$ cat config.mk
export PLATFORM = sky130hd
export DESIGN_NAME = fetch_queue_flat
export DESIGN_NICKNAME = d
export VERILOG_FILES = /design/src/rtl/fetch_queue_if.sv /design/src/rtl/fetch_queue.sv /design/src/flat_wrapper.sv
export SDC_FILE = /design/constraint.sdc
export NUM_CORES = 1
export LEC_CHECK = 0
export CAP_MARGIN = 20
export CORE_MARGIN = 1.5
export CORE_UTILIZATION = 23
export CTS_CLUSTER_DIAMETER = 50
export CTS_CLUSTER_SIZE = 20
export DETAILED_ROUTE_END_ITERATION = 8
export GPL_TIMING_DRIVEN = 0
export SETUP_SLACK_MARGIN = 0.1
export SLEW_MARGIN = 20
export SYNTH_ARGS = -nofsm -noshare
export SYNTH_HDL_FRONTEND = slang
export SYNTH_SLANG_ARGS = --single-unit
export TNS_END_PERCENT = 5
$ cat constraint.sdc
create_clock -name i_clk -period 7.48 [get_ports i_clk]
set_input_delay 2.244 -clock i_clk [delete_from_list [all_inputs] [get_ports i_clk]]
set_output_delay 2.244 -clock i_clk [all_outputs]
set_load 0.01 [all_outputs]
$ cat src/rtl/fetch_queue_if.sv
// Fetch-stage bus bundle: redirect/stall from decode-execute, memory
// request/acknowledge, and the decode-facing head-of-queue outputs.
// master = fetch stage, slave = memory plus decode side.
interface fetch_queue_if #(
  parameter int ADDR_WIDTH = 32,
  parameter int WORD_WIDTH = 32
);
  // redirect / decode backpressure
  logic                  i_flush;
  logic [ADDR_WIDTH-1:0] i_flush_pc;
  logic                  i_stall;
  // instruction memory
  logic                  o_mem_req;
  logic [ADDR_WIDTH-1:0] o_mem_addr;
  logic                  o_mem_write;
  logic                  i_mem_ack;
  logic [WORD_WIDTH-1:0] i_mem_data;
  // decode-facing
  logic [ADDR_WIDTH-1:0] o_next_pc;
  logic                  o_valid;
  logic [WORD_WIDTH-1:0] o_inst;
  logic [ADDR_WIDTH-1:0] o_inst_pc;

  modport master (
    input  i_flush, i_flush_pc, i_stall, i_mem_ack, i_mem_data,
    output o_mem_req, o_mem_addr, o_mem_write, o_next_pc,
           o_valid, o_inst, o_inst_pc
  );

  modport slave (
    output i_flush, i_flush_pc, i_stall, i_mem_ack, i_mem_data,
    input  o_mem_req, o_mem_addr, o_mem_write, o_next_pc,
           o_valid, o_inst, o_inst_pc
  );
endinterface

$ cat src/rtl/fetch_queue.sv
// Instruction fetch with internal PC, one-outstanding memory requests and a DEPTH-entry prefetch queue.
// Latency: request at T, ack at T+L, entry on o_valid at T+L+1; L=1 sustains one instruction per cycle.
// Backpressure: i_stall holds the head; requests stop once queued + in-flight entries reach DEPTH.
//
// Ports: i_clk, i_rst (sync, active-high); bus (fetch_queue_if.master) carries
// flush/redirect, stall, memory req/addr/ack/data, next PC and the queue head.
module fetch_queue #(
  parameter int                    ADDR_WIDTH = 32,
  parameter int                    WORD_WIDTH = 32,
  parameter int                    DEPTH      = 4,
  parameter logic [ADDR_WIDTH-1:0] RESET_PC   = '0
) (
  input  logic          i_clk,
  input  logic          i_rst,
  fetch_queue_if.master bus
);

  localparam int PW = $clog2(DEPTH);
  localparam int CW = $clog2(DEPTH + 1);
  localparam logic [ADDR_WIDTH-1:0] STEP = ADDR_WIDTH'(WORD_WIDTH / 8);

  logic [ADDR_WIDTH-1:0] fetch_pc;
  logic [ADDR_WIDTH-1:0] req_pc;
  logic                  outstanding;
  logic                  drop;
  logic [PW-1:0]         rd_ptr;
  logic [PW-1:0]         wr_ptr;
  logic [CW-1:0]         count;

  logic [ADDR_WIDTH-1:0] q_pc   [DEPTH];
  logic [WORD_WIDTH-1:0] q_inst [DEPTH];

  logic       head_vld;
  logic       mem_req;
  logic       rsp_ack;
  logic       push;
  logic       pop;
  logic [CW:0] occupancy;

  always_comb begin
    // The in-flight request already owns a queue slot.
    occupancy = {1'b0, count} + {{CW{1'b0}}, outstanding};
    head_vld  = (count != '0);
    rsp_ack   = bus.i_mem_ack && outstanding;
    // A new request may go out in the ack cycle of the previous one, but
    // never on the ack of a response that is being dropped.
    mem_req   = !i_rst && !bus.i_flush &&
                (!outstanding || (bus.i_mem_ack && !drop)) &&
                (occupancy < (CW+1)'(DEPTH));
    push      = !i_rst && rsp_ack && !drop && !bus.i_flush;
    pop       = head_vld && !bus.i_stall && !bus.i_flush;
  end

  // Control state
  always_ff @(posedge i_clk) begin
    if (i_rst) begin
      fetch_pc    <= RESET_PC;
      req_pc      <= RESET_PC;
      outstanding <= 1'b0;
      drop        <= 1'b0;
      rd_ptr      <= '0;
      wr_ptr      <= '0;
      count       <= '0;
    end else if (bus.i_flush) begin
      fetch_pc <= bus.i_flush_pc;
      rd_ptr   <= '0;
      wr_ptr   <= '0;
      count    <= '0;
      if (outstanding) begin
        if (bus.i_mem_ack) begin
          // Response arriving with the flush is simply thrown away.
          outstanding <= 1'b0;
          drop        <= 1'b0;
        end else begin
          // Still in flight: remember to discard it when it lands.
          drop <= 1'b1;
        end
      end
    end else begin
      if (mem_req) begin
        outstanding <= 1'b1;
        req_pc      <= fetch_pc;
        fetch_pc    <= fetch_pc + STEP;
        drop        <= 1'b0;
      end else if (rsp_ack) begin
        outstanding <= 1'b0;
        drop        <= 1'b0;
      end

      if (push) wr_ptr <= wr_ptr + PW'(1);
      if (pop)  rd_ptr <= rd_ptr + PW'(1);

      case ({push, pop})
        2'b10:   count <= count + CW'(1);
        2'b01:   count <= count - CW'(1);
        default: count <= count;
      endcase
    end
  end

  // Queue storage; contents are only observed through count, so no reset.
  always_ff @(posedge i_clk) begin
    if (push) begin
      q_pc[wr_ptr]   <= req_pc;
      q_inst[wr_ptr] <= bus.i_mem_data;
    end
  end

  assign bus.o_mem_req   = mem_req;
  assign bus.o_mem_addr  = fetch_pc;
  assign bus.o_mem_write = 1'b0;
  assign bus.o_next_pc   = fetch_pc;
  assign bus.o_valid     = head_vld;
  assign bus.o_inst      = head_vld ? q_inst[rd_ptr] : '0;
  assign bus.o_inst_pc   = head_vld ? q_pc[rd_ptr]   : '0;

endmodule

$ cat src/flat_wrapper.sv
// flat-port wrapper written by rule: the top's interface ports become plain ports
module fetch_queue_flat 
#(
  parameter int                    ADDR_WIDTH = 32,
  parameter int                    WORD_WIDTH = 32,
  parameter int                    DEPTH      = 4,
  parameter logic [ADDR_WIDTH-1:0] RESET_PC   = '0
)
  (i_clk, i_rst, bus_i_flush, bus_i_flush_pc, bus_i_stall, bus_i_mem_ack, bus_i_mem_data, bus_o_mem_req, bus_o_mem_addr, bus_o_mem_write, bus_o_next_pc, bus_o_valid, bus_o_inst, bus_o_inst_pc);
  fetch_queue_if #(.ADDR_WIDTH(ADDR_WIDTH), .WORD_WIDTH(WORD_WIDTH)) bus_i ();
  input  logic i_clk;
  input  logic i_rst;
  input wire logic [$bits(bus_i.i_flush)-1:0] bus_i_flush;
  input wire logic [$bits(bus_i.i_flush_pc)-1:0] bus_i_flush_pc;
  input wire logic [$bits(bus_i.i_stall)-1:0] bus_i_stall;
  input wire logic [$bits(bus_i.i_mem_ack)-1:0] bus_i_mem_ack;
  input wire logic [$bits(bus_i.i_mem_data)-1:0] bus_i_mem_data;
  output wire logic [$bits(bus_i.o_mem_req)-1:0] bus_o_mem_req;
  output wire logic [$bits(bus_i.o_mem_addr)-1:0] bus_o_mem_addr;
  output wire logic [$bits(bus_i.o_mem_write)-1:0] bus_o_mem_write;
  output wire logic [$bits(bus_i.o_next_pc)-1:0] bus_o_next_pc;
  output wire logic [$bits(bus_i.o_valid)-1:0] bus_o_valid;
  output wire logic [$bits(bus_i.o_inst)-1:0] bus_o_inst;
  output wire logic [$bits(bus_i.o_inst_pc)-1:0] bus_o_inst_pc;
  assign bus_i.i_flush = bus_i_flush;
  assign bus_i.i_flush_pc = bus_i_flush_pc;
  assign bus_i.i_stall = bus_i_stall;
  assign bus_i.i_mem_ack = bus_i_mem_ack;
  assign bus_i.i_mem_data = bus_i_mem_data;
  assign bus_o_mem_req = bus_i.o_mem_req;
  assign bus_o_mem_addr = bus_i.o_mem_addr;
  assign bus_o_mem_write = bus_i.o_mem_write;
  assign bus_o_next_pc = bus_i.o_next_pc;
  assign bus_o_valid = bus_i.o_valid;
  assign bus_o_inst = bus_i.o_inst;
  assign bus_o_inst_pc = bus_i.o_inst_pc;
  fetch_queue #(.ADDR_WIDTH(ADDR_WIDTH), .WORD_WIDTH(WORD_WIDTH), .DEPTH(DEPTH), .RESET_PC(RESET_PC)) u_core (.i_clk(i_clk), .i_rst(i_rst), .bus(bus_i));
endmodule
==> results of run 1 <==
## worst max-delay path, cell delays in order
cell	delay, ns
clkdlybuf4s50_1	0.47
a31oi_1	0.65
or3_1	0.23
buf_2	0.23
clkinv_1	0.24
buf_2	0.26
clkdlybuf4s50_1	0.53
## path summary, 6_finish.rpt
path,to,slack [ns]
hold reg to reg,u_core.req_pc[13]$_SDFFE_PP0P_,0.51
setup reg to reg,u_core.count[2]$_SDFFE_PP0P_,5.13
hold / removal,u_core.req_pc[13]$_SDFFE_PP0P_,0.51
setup / recovery,bus_o_mem_req,0.38
## registers in the layout, summed over array words and instances (netlist names), named ones only
signal,cells
u_core.q_inst,128
u_core.wr_ptr,2
u_core.q_pc,128
u_core.rd_ptr,2
u_core.req_pc,32
u_core.bus.o_mem_addr,32
u_core.outstanding,1
u_core.drop,1
u_core.count,3
## placed cells by master, fill, tap and decap left out, types with 7 or more instances in the layout
cell type and n:
dfxtp_1 75, clkbuf_16 37, buf_2 13, and4_1 7, nor4_1 9, mux4_2 64, inv_1 10, a211oi_1 10
buf_4 34, clkinv_8 9, clkdlybuf4s50_1 197, clkbuf_1 35, xnor2_1 16, nand2_1 88, edfxtp_1 256, a31oi_1 12
a21oi_1 39, o22ai_1 7, and2_1 74, nand3_1 11, or3_1 7, nor2_1 30
## metal layers
metal / vias up / share of wire
li1: 3804 / -
met1: 4102 / 0.44
met2: 308 / 0.47
met3: 42 / 0.071
met4: 2 / 0.018
met5: - / 0.00031
## per-stage QoR
step | setup WS (ns) | utilization | cell area, sq um
2_1_floorplan | 1.780 | - | 13450
3_3_place_gp | 0.4034 | 0.2839 | 16380
3_5_place_dp | 0.3962 | 0.2858 | 16490
4_1_cts | 0.3938 | 0.3079 | 17760
5_1_grt | 0.2639 | 0.3079 | 17770
6_report | 0.3758 | 0.3080 | 17770
## power by group through the flow
stage,Combinational [uW],Sequential [uW],Clock (uW)
after floorplan,76.8,2060,0
after global placement,191,2070,0
after detailed placement,193,2070,0
after CTS,194,2030,1900
after global routing,208,2030,1960
final,193,2030,1830
## cell families (layout without fill, tap and decap cells)
group	count (synthesis)	count (layout)
other	1	3
AO/OA/AOI/OAI	90	90
buffers and inverters	97	362
adder cells (fa/ha/maj)	7	7
flip-flops	331	331
multiplexers	70	70
XOR/XNOR	22	22
AND/OR/NAND/NOR	264	264
## cell type report
| type | instances | share of cell area |
|---|---|---|
| diodes | 2 | 0.0002817 |
| plain buffers | 86 | 0.02669 |
| clock buffers | 37 | 0.05211 |
| clock inverters | 27 | 0.01957 |
| inverters | 11 | 0.002324 |
| multi-input cells | 454 | 0.2113 |
| flip-flops and latches | 331 | 0.5171 |
| well taps | 765 | 0.05387 |
| repair buffers | 201 | 0.1167 |
==> results.toml, run 1 <==
[synth]
synth_compound_area_frac = 0.04177
yosys-top-cells-count = "edfxtp_1 (256), nand2_1 (88), and2_1 (78)"
syn_inst = 882
synth.area.mux_share = 0.1116
synth.largest_area_cell = "edfxtp_1"
synthSimpleGateAreaFrac = 0.1034
synth_top_area_share = 0.5716
synth-main-ff-cell = "edfxtp_1"
yosysWarnings = 0
ys_seq_area_frac = 0.6832
ys_ff_latch = 331
synthXorXnorAreaFrac = 0.01433
syn_nets = 958
synth_area_leaders = "edfxtp_1 (57%), dfxtp_1 (11%), mux4_2 (11%)"
synth-adder-area-share = 0.007070
synth_cell_types = 49
synth-async-reset-ratio = 0
avgSynthCellArea_sq_um = 15.25
synth_area_sq_mm = 0.01345
synth_edf_count = 256
synth_top_family_by_area = "multiplexers"
synth_most_common_cell = "edfxtp_1"

[clocking]
cts_sinks = 331
insertion_delay_ns = 0.55
post_cts_buffers = 0
cts_buffers = 35
cts_root_buffer = "clkbuf_16"
cts-resized-gates = 0
tritoncts = "yes"
clk_pin_slew_ns = 0.07
clk_path_buf_depth = 3
postCtsHoldBufs = 0
cts-htree-levels = 2

[setup_path]
start_kind = "input port"
crit_fanout = 10
crit_type = "in -> out"
worst_setup_path_end_kind = "output pin"
r2r-start = "u_core.count[2]$_SDFFE_PP0P_"
cp_data_arrival_time_ns = 4.86
crit_required_ns = 5.24
timing.critical_path.from = "bus_i_mem_ack"
rr_worst_depth = 9

[min_path]
holdCritStartpoint = "u_core.req_pc[13]$_SDFFE_PP0P_"
holdCritPathClass = "reg -> reg"
worstHoldPathCells = 2

[grt]
grt_pass1_wl_um = 52410
grt_overflow = 0
use_met2 = 0.1904
met1_usage = 0.1520
use_met3 = 0.03138
grt_max_degree = 40
top_usage_layer = "met2"
first_global_vias = 8573
antenna_found_initial = 2
grt_usage = 0.1165

[placed_design]
io_buffers = 197
dp_cells = 1848
place_congestion = 0.8159
hpwl_um = 24200

[finish]
n_fill_cell = 5764
drive_gt1_frac = 0.1639
layout.cells.non_filler = 1914
syn_to_final_growth_pct = 32.12
multi_input_area_sq_mm = 0.003755
layout.nets = 1196
regArea_sq_mm = 0.009189

[timing]
hold_violations = 0
slew_viol_final = 0
clock_skew_ns = 0.02840
setup_viol = 0
rsz0062_at_grt = "false"
fin_hold_ws_ns = 0.5053
final.min_clock_period_ns = 7.104
tns_ns = 0
fmax_mhz = 140.8
max_slew.worst_pin.slew_ns = 0.8394
slew_headroom = 0.4404
min_period_over_period = 0.9498

[pwr]
seq_power_share = 0.500
power_uw = 4054
combPwrFrac = 0.048
power.density_mw_per_mm2 = 228.1
power_leakage_uw = 0.005853
p_sw_uw = 974.9
netSwitchingFraction = 0.2405
clockPowerShare = 0.453
p_int_uw = 3079
ir_worst_vdd_uv = 124.2

[drt]
vias = 8258
wire_per_inst_um = 18.34
wirelength_um = 35100
drt_iter0_markers = 513
drc_errors = 0
first_pass_iters = 5
drtAntennaViolNets = 0
via_per_inst = 4.315

[outcome]
status = "completed"

[die]
boundaryPins = 200
die_w_um = 244.8
core_area_sq_mm = 0.05770
dieArea_sq_mm = 0.05993
start_util = 0.2331
dieHeight_um = 244.8
core.rowCount = 88

[job]
cap_violations = 0
Note: power is estimated with default switching activity, not from simulation.
==> run 2, diff against run 1 <==
--- a/config.mk
+++ b/config.mk
@@ -12,6 +12,7 @@
 export CTS_CLUSTER_SIZE = 20
 export DETAILED_ROUTE_END_ITERATION = 8
 export GPL_TIMING_DRIVEN = 0
+export PLACE_DENSITY = 0.41
 export SETUP_SLACK_MARGIN = 0.1
 export SLEW_MARGIN = 20
 export SYNTH_ARGS = -nofsm -noshare
==> results.toml, run 2 (synthesis results as in run 1) <==
[drt]
wirelength_um = 37180
via_per_inst = 4.236
drc_errors = 0
vias = 8163
drt_iter0_markers = 403
first_pass_iters = 4
wire_per_inst_um = 19.30
drtAntennaViolNets = 0

[clocking]
cts_root_buffer = "clkbuf_16"
tritoncts = "yes"
clk_pin_slew_ns = 0.07
post_cts_buffers = 0
cts_sinks = 331
cts_buffers = 41
clk_path_buf_depth = 3
insertion_delay_ns = 0.58
cts-htree-levels = 2

[die]
core.rowCount = 88
boundaryPins = 200
die_w_um = 244.8
dieArea_sq_mm = 0.05993
start_util = 0.2331
core_area_sq_mm = 0.05770
dieHeight_um = 244.8

[timing]
slew_headroom = 0.3892
tns_ns = 0
slew_viol_final = 0
rsz0062_at_grt = "false"
clock_skew_ns = 0.04236
max_slew.worst_pin.slew_ns = 0.9162
min_period_over_period = 0.9476
hold_violations = 0
fmax_mhz = 141.1
setup_viol = 0
final.min_clock_period_ns = 7.088
fin_hold_ws_ns = 0.4855

[setup_path]
crit_type = "in -> out"
crit_fanout = 10
r2r-start = "u_core.count[2]$_SDFFE_PP0P_"
cp_data_arrival_time_ns = 4.84
start_kind = "input port"
rr_worst_depth = 9
crit_required_ns = 5.24
r2r_slack_ns = 5.12
r2r-end = "u_core.count[2]$_SDFFE_PP0P_"
worst_setup_path_end_kind = "output pin"

[pwr]
power_leakage_uw = 0.005952
power.density_mw_per_mm2 = 240.4
ir_worst_vdd_uv = 125.5
power_uw = 4328

[finish]
layout.cells.non_filler = 1927
layout.nets = 1205
final_common_cell = "edfxtp_1"
diodes = 0
n_fill_cell = 5790
layout_common_cells = "edfxtp_1 (256), clkdlybuf4s50_1 (197), nand2_1 (88)"
syn_to_final_growth_pct = 33.84
drive_gt1_frac = 0.1713
reg_top3 = "u_core.q_inst: 128 flops, u_core.q_pc: 128 flops"

[min_path]
min_to = "u_core.q_pc[3][19]$_DFFE_PP_"
holdCritPathClass = "reg -> reg"
worstHoldPathCells = 0
holdCritStartpoint = "u_core.req_pc[19]$_SDFFE_PP0P_"

[outcome]
status = "completed"

[grt]
grt_max_degree = 41
first_global_vias = 8599
grt_usage = 0.1243
grt_overflow = 0
antenna_found_initial = 0
grt_pass1_wl_um = 55360

[placed_design]
hpwl_um = 25150
io_buffers = 197
dp_cells = 1851
place_congestion = 0.7834

[job]
cap_violations = 0
run 2: critical path, cell delays in order:
cell             delay (ns)
clkdlybuf4s50_1        0.53
a31oi_2                0.51
or3_1                  0.20
buf_2                  0.25
clkinv_1               0.28
buf_2                  0.29
clkdlybuf4s50_1        0.52
run 2: per-stage QoR:
stage	utilization	worst slack, ns	instance area, sq um
2_1_floorplan	-	1.780	13450
3_3_place_gp	0.2839	0.07462	16380
3_5_place_dp	0.2866	0.08635	16540
4_1_cts	0.3120	0.3301	18000
5_1_grt	0.3120	0.2763	18000
6_report	0.3120	0.3919	18000
run 2: layout make-up:
cell class | instances | area (sq um) | share of cell area
Inverter | 11 | 41.29 | 0.002294
Sequential cell | 331 | 9189 | 0.5105
Clock buffer | 45 | 1051 | 0.05839
Timing Repair Buffer | 204 | 2120 | 0.1177
Clock inverter | 31 | 407.9 | 0.02266
Tap cell | 765 | 957.2 | 0.05317
Multi-Input combinational cell | 454 | 3761 | 0.2089
Buffer | 86 | 474.2 | 0.02634
run 2: timing repair:
item | in CTS | in global routing
endpoints found under the setup margin | 1 | 0
resized for setup | 1 | 0
hold buffers | 0 | 0
run 2: where the power goes:
group	switching [uW]	internal, uW
logic	88.9	108
registers	37.4	1990
clock network	846	1260
total	972	3360
run 2: worst max-delay path by stage:
stage                                to  slack [ns]  cells past startpoint     startpoint
after CTS                 bus_o_mem_req        0.33                      7  bus_i_mem_ack
after global placement    bus_o_mem_req        0.07                      7  bus_i_mem_ack
final                     bus_o_mem_req        0.39                      7  bus_i_mem_ack
after global routing      bus_o_mem_req        0.28                      7  bus_i_mem_ack
after floorplan           bus_o_mem_req        1.78                      6    bus_i_flush
after detailed placement  bus_o_mem_req        0.09                      7  bus_i_mem_ack
run 2: per-layer routing:
metal	part of all wire	global-route usage	vias to the layer above	routed length, um
li1	-	-	3818	-
met3	0.056	0.03302	56	2082
met1	0.46	0.1627	4049	16990
met4	0.023	0.03758	0	863
met2	0.46	0.2004	240	17240
met5	0	0	-	0
